==> src/rtl/fso_pkg.sv <==
// ----------------------------------------------------------------------------
// fso_pkg
// Shared definitions for the FSO payload frame buffer:
//   - wr_state_t : write-side FSM encoding (HUNT / FILL / WAIT)
//   - rd_state_t : read-side FSM encoding (IDLE / DRAIN)
//   - TUSER_*    : bit positions inside the 2-bit AXIS tuser field
// ----------------------------------------------------------------------------
package fso_pkg;

   typedef enum logic [1:0] {
      WR_HUNT = 2'd0,   // waiting for a frame_start word
      WR_FILL = 2'd1,   // collecting the remaining words of a frame
      WR_WAIT = 2'd2    // both banks FULL, input stalled
   } wr_state_t;

   typedef enum logic {
      RD_IDLE  = 1'b0,
      RD_DRAIN = 1'b1
   } rd_state_t;

   localparam int TUSER_BLK_RST = 0;
   localparam int TUSER_SOF     = 1;

endpackage : fso_pkg

==> src/rtl/fso_framebuf_stats.sv <==
// ----------------------------------------------------------------------------
// fso_framebuf_stats
// Three free-running, wrapping 32-bit statistics counters for the frame buffer.
// Ports:
//   clk, rst             : clock, synchronous active-high reset
//   i_frame_out          : one frame fully emitted this cycle
//   i_frame_drop         : one partial frame discarded this cycle
//   i_words_add          : number of input words discarded this cycle
//   o_frames_out         : frames emitted
//   o_frames_dropped     : partial frames discarded
//   o_words_discarded    : words discarded
// ----------------------------------------------------------------------------
module fso_framebuf_stats
   import fso_pkg::*;
(
   input  logic        clk,
   input  logic        rst,
   input  logic        i_frame_out,
   input  logic        i_frame_drop,
   input  logic [31:0] i_words_add,
   output logic [31:0] o_frames_out,
   output logic [31:0] o_frames_dropped,
   output logic [31:0] o_words_discarded
);

   logic [31:0] r_frames_out;
   logic [31:0] r_frames_dropped;
   logic [31:0] r_words_discarded;

   always_ff @(posedge clk) begin
      if (rst) begin
         r_frames_out      <= '0;
         r_frames_dropped  <= '0;
         r_words_discarded <= '0;
      end else begin
         if (i_frame_out)  r_frames_out     <= r_frames_out + 32'd1;
         if (i_frame_drop) r_frames_dropped <= r_frames_dropped + 32'd1;
         r_words_discarded <= r_words_discarded + i_words_add;
      end
   end

   assign o_frames_out      = r_frames_out;
   assign o_frames_dropped  = r_frames_dropped;
   assign o_words_discarded = r_words_discarded;

endmodule : fso_framebuf_stats

==> src/rtl/fso_payload_framebuf.sv <==
// ----------------------------------------------------------------------------
// fso_payload_framebuf
// Frame-granular ping-pong buffer behind the FSO deframer payload stream.
// Collects exactly PAYLOAD_WORDS words per frame into one of two register
// banks, drops runt/orphan fragments, and replays only complete frames with
// tlast on the final word. Two complete frames can be held at once.
//
// Ports:
//   clk, rst            : clock, synchronous active-high reset
//   i_link_up           : link status; low flushes any partial frame
//   s_axis_*            : payload input (tuser[1]=frame_start, [0]=blk_soft_rst)
//   m_axis_*            : complete-frame output (tuser valid on word0 only)
//   o_frames_out        : frames emitted (wrapping)
//   o_frames_dropped    : partial frames discarded (wrapping)
//   o_words_discarded   : words discarded (wrapping)
//
// Build option: define FSO_FRAMEBUF_STATS_EN to build the three counters;
// otherwise the counter outputs are tied to zero.
// ----------------------------------------------------------------------------
module fso_payload_framebuf
   import fso_pkg::*;
#(
   parameter int W             = 32,
   parameter int PAYLOAD_WORDS = 16
) (
   input  logic         clk,
   input  logic         rst,
   input  logic         i_link_up,
   input  logic [W-1:0] s_axis_tdata,
   input  logic [1:0]   s_axis_tuser,
   input  logic         s_axis_tvalid,
   output logic         s_axis_tready,
   output logic [W-1:0] m_axis_tdata,
   output logic [1:0]   m_axis_tuser,
   output logic         m_axis_tlast,
   output logic         m_axis_tvalid,
   input  logic         m_axis_tready,
   output logic [31:0]  o_frames_out,
   output logic [31:0]  o_frames_dropped,
   output logic [31:0]  o_words_discarded
);

   localparam int              CW       = $clog2(PAYLOAD_WORDS);
   localparam logic [CW-1:0]   LAST_IDX = CW'(PAYLOAD_WORDS - 1);

   // Storage and bank bookkeeping
   logic [W-1:0] r_mem [2][PAYLOAD_WORDS];
   logic [1:0]   r_full;
   logic [1:0]   r_blk;

   wr_state_t    r_wr_state;
   logic         r_wr_bank;
   logic [CW-1:0] r_wr_cnt;

   rd_state_t    r_rd_state;
   logic         r_rd_bank;
   logic [CW-1:0] r_rd_idx;

   // Combinational controls
   wr_state_t    w_wr_state_nxt;
   logic [CW-1:0] w_wr_cnt_nxt;
   logic [CW-1:0] w_wr_idx;
   logic         w_wr_we;
   logic         w_latch_blk;
   logic         w_commit;
   logic         w_drop;
   logic [CW-1:0] w_drop_words;
   logic         w_disc_word;
   rd_state_t    w_rd_state_nxt;
   logic [1:0]   w_m_tuser;

   logic w_s_ready, w_wr_fire, w_sof;
   logic w_m_valid, w_rd_fire, w_rd_last;
   logic w_cur_free, w_other_free;
   logic [31:0] w_words_add;

   assign w_s_ready = (r_wr_state != WR_WAIT);
   assign w_wr_fire = s_axis_tvalid & w_s_ready;
   assign w_sof     = s_axis_tuser[TUSER_SOF];

   // Valid follows the FULL flag directly so word0 appears the cycle after commit.
   assign w_m_valid = (r_rd_state == RD_DRAIN) | r_full[r_rd_bank];
   assign w_rd_fire = w_m_valid & m_axis_tready;
   assign w_rd_last = w_rd_fire & (r_rd_idx == LAST_IDX);

   // A bank released by the read side this cycle already counts as FREE.
   assign w_cur_free   = ~r_full[r_wr_bank]  | (w_rd_last & (r_rd_bank == r_wr_bank));
   assign w_other_free = ~r_full[~r_wr_bank] | (w_rd_last & (r_rd_bank != r_wr_bank));

   // Write FSM: next state and datapath strobes
   always_comb begin
      // NOTE: every signal driven here gets a default first so no path can
      // leave one unassigned and infer a latch.
      w_wr_state_nxt = r_wr_state;
      w_wr_cnt_nxt   = r_wr_cnt;
      w_wr_idx       = r_wr_cnt;
      w_wr_we        = 1'b0;
      w_latch_blk    = 1'b0;
      w_commit       = 1'b0;
      w_drop         = 1'b0;
      w_drop_words   = '0;
      w_disc_word    = 1'b0;

      if (!i_link_up) begin
         // Link loss flushes any partial frame; words presented now are lost.
         w_wr_state_nxt = WR_HUNT;
         w_wr_cnt_nxt   = '0;
         if (r_wr_state == WR_FILL) begin
            w_drop       = 1'b1;
            w_drop_words = r_wr_cnt;
         end
         w_disc_word = w_wr_fire;
      end else begin
         case (r_wr_state)
            WR_HUNT: begin
               if (w_wr_fire) begin
                  if (w_sof) begin
                     w_wr_we        = 1'b1;
                     w_wr_idx       = '0;
                     w_latch_blk    = 1'b1;
                     w_wr_cnt_nxt   = CW'(1);
                     w_wr_state_nxt = WR_FILL;
                  end else begin
                     w_disc_word = 1'b1;
                  end
               end
            end
            WR_FILL: begin
               if (w_wr_fire) begin
                  w_wr_we = 1'b1;
                  if (w_sof) begin
                     // Runt restart: abandon fragment, new frame starts at word0.
                     w_drop       = 1'b1;
                     w_drop_words = r_wr_cnt;
                     w_wr_idx     = '0;
                     w_latch_blk  = 1'b1;
                     w_wr_cnt_nxt = CW'(1);
                  end else if (r_wr_cnt == LAST_IDX) begin
                     w_commit       = 1'b1;
                     w_wr_cnt_nxt   = '0;
                     w_wr_state_nxt = w_other_free ? WR_HUNT : WR_WAIT;
                  end else begin
                     w_wr_cnt_nxt = r_wr_cnt + 1'b1;
                  end
               end
            end
            WR_WAIT: begin
               if (w_cur_free) w_wr_state_nxt = WR_HUNT;
            end
            default: w_wr_state_nxt = WR_HUNT;
         endcase
      end
   end

   // Read FSM: next state
   always_comb begin
      w_rd_state_nxt = r_rd_state;
      case (r_rd_state)
         RD_IDLE:  if (r_full[r_rd_bank]) w_rd_state_nxt = RD_DRAIN;
         RD_DRAIN: if (w_rd_last)
                      w_rd_state_nxt = (r_full[~r_rd_bank] | w_commit) ? RD_DRAIN : RD_IDLE;
         default:  w_rd_state_nxt = RD_IDLE;
      endcase
   end

   // Control state
   always_ff @(posedge clk) begin
      // NOTE: sequential state uses non-blocking assignments so every register
      // samples the pre-edge values regardless of statement order.
      if (rst) begin
         r_wr_state <= WR_HUNT;
         r_wr_bank  <= 1'b0;
         r_wr_cnt   <= '0;
         r_full     <= '0;
         r_blk      <= '0;
         r_rd_state <= RD_IDLE;
         r_rd_bank  <= 1'b0;
         r_rd_idx   <= '0;
      end else begin
         r_wr_state <= w_wr_state_nxt;
         r_wr_cnt   <= w_wr_cnt_nxt;
         r_rd_state <= w_rd_state_nxt;
         if (w_latch_blk) r_blk[r_wr_bank] <= s_axis_tuser[TUSER_BLK_RST];
         // Commit and drain always target opposite banks.
         if (w_commit) begin
            r_full[r_wr_bank] <= 1'b1;
            r_wr_bank         <= ~r_wr_bank;
         end
         if (w_rd_fire) r_rd_idx <= w_rd_last ? '0 : r_rd_idx + 1'b1;
         if (w_rd_last) begin
            r_full[r_rd_bank] <= 1'b0;
            r_rd_bank         <= ~r_rd_bank;
         end
      end
   end

   // NOTE: the payload array is deliberately not reset; contents are only read
   // from a FULL bank, and output data is forced to zero while not valid.
   always_ff @(posedge clk) begin
      if (w_wr_we) r_mem[r_wr_bank][w_wr_idx] <= s_axis_tdata;
   end

   always_comb begin
      w_m_tuser = 2'b00;
      if (w_m_valid && (r_rd_idx == '0)) begin
         w_m_tuser[TUSER_SOF]     = 1'b1;
         w_m_tuser[TUSER_BLK_RST] = r_blk[r_rd_bank];
      end
   end

   assign s_axis_tready = w_s_ready;
   assign m_axis_tvalid = w_m_valid;
   assign m_axis_tdata  = w_m_valid ? r_mem[r_rd_bank][r_rd_idx] : '0;
   assign m_axis_tlast  = w_m_valid & (r_rd_idx == LAST_IDX);
   assign m_axis_tuser  = w_m_tuser;

   assign w_words_add = 32'(w_drop_words) + 32'(w_disc_word);

`ifdef FSO_FRAMEBUF_STATS_EN
   fso_framebuf_stats u_stats (
      .clk               (clk),
      .rst               (rst),
      .i_frame_out       (w_rd_last),
      .i_frame_drop      (w_drop),
      .i_words_add       (w_words_add),
      .o_frames_out      (o_frames_out),
      .o_frames_dropped  (o_frames_dropped),
      .o_words_discarded (o_words_discarded)
   );
`else
   assign o_frames_out      = '0;
   assign o_frames_dropped  = '0;
   assign o_words_discarded = '0;
   logic w_unused_stats;
   assign w_unused_stats = ^{w_drop, w_words_add};
`endif

endmodule : fso_payload_framebuf

==> config.mk <==
export PLATFORM = sky130hd
export DESIGN_NAME = fso_payload_framebuf
export DESIGN_NICKNAME = d
export VERILOG_FILES = /design/src/rtl/fso_pkg.sv /design/src/rtl/fso_framebuf_stats.sv /design/src/rtl/fso_payload_framebuf.sv
export SDC_FILE = /design/constraint.sdc
export NUM_CORES = 1
export LEC_CHECK = 0
export CAP_MARGIN = 15
export CORE_ASPECT_RATIO = 0.6
export CORE_UTILIZATION = 50
export CTS_CLUSTER_SIZE = 12
export DETAILED_ROUTE_END_ITERATION = 10
export GPL_ROUTABILITY_DRIVEN = 1
export HOLD_SLACK_MARGIN = 0.03
export MAX_ROUTING_LAYER = met4
export PLACE_DENSITY = 0.68
export RECOVER_POWER = 25
export SLEW_MARGIN = 20
export SYNTH_ARGS = -nofsm -noshare
export SYNTH_HDL_FRONTEND = slang
export SYNTH_SLANG_ARGS = --single-unit
==> constraint.sdc <==
create_clock -name clk -period 9.9 [get_ports clk]
set_input_delay 1.485 -clock clk [delete_from_list [all_inputs] [get_ports clk]]
set_output_delay 1.485 -clock clk [all_outputs]
set_load 0.02 [all_outputs]
# Word level (Yosys, flattened, before mapping)

Memory sizes are Yosys's and may differ from the RTL's. A register that Yosys moved wholly into a read port is not among the register bits.
Cells that the tools add are included.

Eq/ne operators: 13
Muxes and demuxes: 64
Reductions and logical operators: 11
Add/subtract/negate cells: 2
Magnitude comparators: 9
Bitwise logic cells: 21

Operators by type and width:

| kind                                                                  | number |
|---|---|
| 512-bit two-way mux                                                   | 1 |
| 32-bit binary-select mux with 4-bit select                            | 1 |
| 32-bit demux with 4-bit select                                        | 1 |
| 32-bit two-way mux                                                    | 4 |
| 4-bit two-way mux                                                     | 10 |
| 1-bit two-way mux                                                     | 29 |
| 2-bit two-way mux                                                     | 11 |
| 2-bit != test (second input constant)                                 | 6 |
| 5-bit greater-or-equal comparator (second input constant)             | 2 |
| 4-bit NOT with 5-bit output                                           | 2 |
| 4-bit by 1-bit adder with 4-bit output (second input constant)        | 2 |
| 4-bit == test (second input constant)                                 | 2 |
| 1-bit by 2-bit < comparator with 1-bit output (second input constant) | 4 |
| 4-bit case mux with 2 select lines                                    | 1 |
| 1-bit AND                                                             | 6 |
| 1-bit NOT                                                             | 6 |
| 2-bit case mux with 3 select lines                                    | 1 |
| 6-bit AND reduction                                                   | 1 |
| 5-bit by 1-bit < comparator with 1-bit output (second input constant) | 1 |
| 1-bit logical AND                                                     | 4 |
| 4-bit logical NOT                                                     | 1 |
| 1-bit bitwise OR                                                      | 4 |
| 1-bit case mux with 2 select lines                                    | 2 |
| 4-bit AND reduction                                                   | 1 |
| other kinds (14)                                                      | 17 |

Bits of input ports: 39
Word-level logic and storage cells: 129
Memories kept: 1
Output and inout bits: 133
Memory bits (writable): 1,024
Register bits after elaboration: 17

Memory list:

| memory | depth | bits a word | read ports | clocked after Yosys merged registers in | write ports | line                       | text |
|---|---|---|---|---|---|---|---|
| r_mem  | 2     | 512         | 1          | 1                                       | 1           | fso_payload_framebuf.sv:47 | `logic [W-1:0] r_mem [2][PAYLOAD_WORDS];` |

# Depth between registers and ports, before layout

Depth in word-level cells: 12
Depth in mapped cells: 9
Gate-level depth less buffers: 5

# Worst setup path after synthesis

Ideal clock, no wire load.

Kind: input to register
From: input s_axis_tuser[1]
To: memory r_mem[0][128] in the netlist's numbering (enable)
Setup time: 0.461 ns
Required time: 9.439 ns
Arrival: 4.800 ns
Setup slack: 4.639 ns
Path buffers: 2
Stages: 6
Cells stage by stage: clkbuf_1 > and4bb_2 > and2_1 > clkbuf_1 > nand3b_1 > nor3_1

Longest elaborated chain between the ends: 10
Elaborated cells between the ends (all ways): 16
Classes of those cells: order compare: 2; mux: 12; bitwise: 1; reduce/logical: 1

Ends and longest elaborated chain:

| what                                                                                                                            | line                                                     | text |
|---|---|---|
| start, declared                                                                                                                 | fso_payload_framebuf.sv:30                               | `input logic [1:0] s_axis_tuser,` |
| 4-bit two-way mux                                                                                                               | fso_payload_framebuf.sv:117, fso_payload_framebuf.sv:131 |  |
| 4-bit two-way mux                                                                                                               | fso_payload_framebuf.sv:129                              | `if (w_wr_fire) begin` |
| 4-bit two-way mux                                                                                                               | n/a                                                      |  |
| 4-bit two-way mux                                                                                                               | fso_payload_framebuf.sv:104                              | `if (!i_link_up) begin` |
| 4-bit NOT with 5-bit output (implied by the code)                                                                               | fso_payload_framebuf.sv:200                              | `if (w_wr_we) r_mem[r_wr_bank][w_wr_idx] <= s_axis_tdata;` |
| 5-bit greater-or-equal comparator (implied by the code) / 5-bit by 1-bit < comparator with 1-bit output (equally long branches) | fso_payload_framebuf.sv:200                              |  |
| 1-bit logical AND (implied by the code)                                                                                         | fso_payload_framebuf.sv:200                              |  |
| 32-bit two-way mux (implied by the code)                                                                                        | fso_payload_framebuf.sv:200                              |  |
| 32-bit demux with 4-bit select                                                                                                  | fso_payload_framebuf.sv:200                              |  |
| 512-bit two-way mux (implied by the code) (*)                                                                                   | fso_payload_framebuf.sv:200                              |  |
| end, declared                                                                                                                   | fso_payload_framebuf.sv:47                               |  |

Every way passes the cells marked *; elsewhere a longest branch is shown, timed or not.

# Worst setup path in the final report

From: register r_rd_idx[0]
To: output m_axis_tdata[0]

Longest elaborated chain between the ends: 5

Ends and longest elaborated chain:

| what                                                   | line                        | text |
|---|---|---|
| start, declared                                        | fso_payload_framebuf.sv:57  | `logic [CW-1:0] r_rd_idx;` |
| start signal, assigned                                 | fso_payload_framebuf.sv:189 | `if (w_rd_fire) r_rd_idx <= w_rd_last ? '0 : r_rd_idx + 1'b1;` |
| 4-bit NOT with 5-bit output (implied by the code)      | fso_payload_framebuf.sv:213 | `assign m_axis_tdata = w_m_valid ? r_mem[r_rd_bank][r_rd_idx] : '0;` |
| 32-bit binary-select mux with 4-bit select             | fso_payload_framebuf.sv:213 |  |
| 32-bit two-way mux (implied by the code) (2 in series) | fso_payload_framebuf.sv:213 |  |
| 32-bit two-way mux                                     | fso_payload_framebuf.sv:213 |  |
| end, declared                                          | fso_payload_framebuf.sv:33  | `output logic [W-1:0] m_axis_tdata,` |

Every way passes these cells. The select of a mux whose other input is x is not followed.

==> results.py <==
metrics = {
    "outcome": {
        "outcome": "finished, violations left",
        "violations": "capacitance limit, slew limit",
    },
    "global_route": {
        "grt_pass1_vias": 19800,
        "antenna_found_initial": 1,
        "overflow": 0,
        "grt_max_degree": 117,
        "grt_use_total": 0.248,
        "grt_pass1_wl_um": 142000,
    },
    "timing": {
        "tns_ns": 0,
        "setup_viol": 0,
        "final-hold-violation-count": 0,
        "rsz0062_at_grt": "no",
        "layout_setup_ws_ns": 3.64,
        "period_needed_ns": 6.26,
        "fin_crit_sh": 0.632,
        "fin_skew_ns": 0.0149,
        "finalHoldWorstSlack_ns": 0.480,
        "slew_viol_final": 33,
        "fmax_mhz": 160,
        "slew_headroom": -0.0280,
        "tightest_slew_ns": 1.54,
    },
    "die": {
        "core_area_um2": 80400,
        "die-area_um2": 83300,
        "placementRows": 80,
        "initial_core_util": 0.511,
        "die_y_um": 224,
        "io_pins": 172,
        "die_w_um": 372,
    },
    "setup_path": {
        "crit_buf_inv": 3,
        "start_kind": "flop",
        "path_cells": "buf_4 -> inv_1 -> nand2_1 -> o22ai_1 -> a2111oi_1 -> clkdlybuf4s50_1",
        "cp.arrival_ns": 4.77,
        "worstSetupEndpointType": "primary output",
        "crit_type": "reg -> out",
        "required_ns": 8.42,
        "critPathTopFamily": "buffers and inverters",
        "crit_fanout": 68,
        "critical_path.max_stage_delay_ns": 0.90,
        "crit_slowest_cell": "buf_4",
    },
    "final_layout": {
        "final_layout_size_suffix_gt1_frac": 0.206,
        "layout.nets": 2115,
        "layout_common_cells": "edfxtp_1 (1024), mux4_2 (213), clkbuf_16 (100)",
        "diodes": 0,
        "final_common_cell": "edfxtp_1",
        "fillers": 5841,
        "syn2layout_area_growth_pct": 10.5,
        "finish.instance_area_um2": 45400,
    },
    "cts": {
        "cts_root_buf": "clkbuf_16",
        "hold_buffers": 0,
        "cts_sinks": 1042,
        "htreeDepth": 3,
        "cts_setup_buffers": 0,
        "numCtsBuffers": 98,
        "clock_latency_ns": 0.66,
        "clk_pin_slew_ns": 0.06,
        "tritoncts": "built",
        "cts-resized-gates": 0,
        "cts_max_path_buffers": 3,
    },
    "power_and_ir_drop": {
        "irDropWorstVdd_mv": 0.161,
        "p_per_area_nw_per_um2": 185,
        "static-leakage-power_uw": 0.0136,
    },
    "synthesis": {
        "ys_types": 63,
        "async_flop_share": 0,
        "syn_inst": 1942,
        "yosysSeqAreaShare": 0.758,
        "syn-cell-area_um2": 41100,
        "synth-main-ff-cell": "edfxtp_1",
        "synth_edf_count": 1024,
        "yosysWarningCount": 0,
        "synth_seq_cells": 1042,
        "syn_area_per_cell_um2": 21.1,
    },
    "job": {
        "cap_violations": 1,
    },
    "detailed_routing": {
        "top_layer": "met4",
        "met3RoutedLength_um": 11000,
        "route.detailed.drc": 0,
        "routedWlPerCell_um": 30.9,
        "ant_nets": 0,
        "routed_wl_um": 98500,
        "avgViaCountPerCell": 6.34,
        "wl_met1_um": 42200,
        "drt_first_iter_violations": 2806,
        "wl_met2_um": 43100,
        "dr.pass1.iters": 5,
        "vias": 20200,
    },
    "min_path": {
        "hold_path.class": "reg -> reg",
    },
    "placed_design": {
        "portBuffers": 75,
        "dpl_worst_slack_ns": 4.33,
        "gp_congestion": 0.832,
        "hpwl_um": 53300,
        "post_dp_cell_area_um2": 42700,
    },
}
## final cells by class
| cell class | instances | area, um^2 | area share |
|---|---|---|---|
| multi-input cells | 790 | 8970 | 0.198 |
| flip-flops and latches | 1042 | 31100 | 0.686 |
| clock buffers | 141 | 2670 | 0.0588 |
| clock inverters | 9 | 108 | 0.00237 |
| well taps | 1066 | 1330 | 0.0294 |
| inverters | 10 | 37.5 | 0.000827 |
| repair buffers | 131 | 1140 | 0.0251 |
## registers in the layout (all words and copies together), names as in the netlist, 2 cells and up, named ones only
name and cells:
r_full 2, r_wr_cnt 4, r_mem 1024, r_blk 2, r_rd_idx 4, r_wr_state 2
## worst paths after layout
| kind | from | endpoint | slack, ns | cells past startpoint |
|---|---|---|---|---|
| hold / removal | r_blk[0]$_SDFFE_PP0P_ | r_blk[0]$_SDFFE_PP0P_ | 0.48 | 2 |
| setup / recovery | r_rd_idx[0]$_SDFFE_PP0P_ | m_axis_tdata[0] | 3.64 | 6 |
| setup reg to reg | r_wr_state[0]$_SDFFE_PP0P_ | r_mem[1][352]$_DFFE_PP_ | 6.40 | 5 |
| hold reg to reg | r_blk[0]$_SDFFE_PP0P_ | r_blk[0]$_SDFFE_PP0P_ | 0.48 | 2 |
## per-stage QoR
| stage | cells | total power (uW) | utilization |
|---|---|---|---|
| floorplan | 2037 | 5020 | - |
| global placement | 3038 | 5070 | 0.531 |
| detailed placement | 3038 | 5080 | 0.531 |
| CTS | 3188 | 8450 | 0.565 |
| global route | 3189 | 8620 | 0.565 |
| finish | 3189 | 8400 | 0.565 |
## logic make-up after synthesis
logic type,share of synthesized area
AO/OA/AOI/OAI,0.0391
adder cells (fa/ha/maj),0.000914
multiplexers,0.143
buffers and inverters,0.0389
flip-flops,0.758
other,0.0000913
AND/OR/NAND/NOR,0.0193
XOR/XNOR,0.000640
## cell usage after synthesis (2+ instances only)
cell / n / area (um^2)
dfxtp_1: 18 / 360
inv_1: 7 / 26.3
mux2i_1: 98 / 981
nand2_1: 14 / 52.6
nand2b_1: 4 / 25.0
a21oi_1: 10 / 50.1
a2111oi_2: 11 / 165
nand3_1: 29 / 145
and3_1: 2 / 12.5
edfxtp_1: 1024 / 30700
buf_2: 20 / 100
nand3b_1: 3 / 22.5
a41oi_1: 10 / 87.6
or4_1: 2 / 15.0
a31oi_1: 8 / 50.1
xnor2_1: 2 / 17.5
buf_8: 4 / 60.1
a221oi_1: 18 / 158
nor2_2: 2 / 12.5
o21ai_0: 8 / 40.0
mux4_2: 213 / 4800
clkbuf_2: 2 / 10.0
ha_1: 3 / 37.5
o21ai_1: 6 / 30.0
a22o_1: 12 / 105
nor3_1: 7 / 35.0
o31a_1: 16 / 140
buf_6: 17 / 191
o22ai_1: 16 / 100
buf_4: 106 / 796
nand4_1: 3 / 18.8
a211oi_1: 2 / 15.0
nor2_1: 80 / 300
mux2_2: 3 / 33.8
o21a_1: 2 / 15.0
nor2b_1: 10 / 62.6
a2111oi_1: 5 / 50.1
mux4_1: 3 / 78.8
buf_12: 10 / 200
clkbuf_8: 6 / 82.6
clkbuf_1: 28 / 105
a22oi_1: 73 / 548
clkinv_1: 2 / 7.51
and2_1: 4 / 25.0
## tightest hold or removal path, delay by kind of cell, from the launching register on
family,cells,cell delay [ns]
flops,1,0.31
compound gates,2,0.12
## power by group
part | total (uW) | leakage (uW) | internal [uW] | switching [uW]
combinational | 125 | 0.00290 | 17.7 | 108
sequential | 4850 | 0.00935 | 4850 | 2.06
clock | 3420 | 0.00133 | 1880 | 1540
total | 8400 | 0.0136 | 6740 | 1650
## routing by layer
metal  track usage  vias to the layer above
met1         0.375                    10800
li1              -                     8164
met4        0.0658                        0
met3        0.0628                      139
met5             -                        -
met2         0.334                     1145
Power figures use the tool's default switching activity.
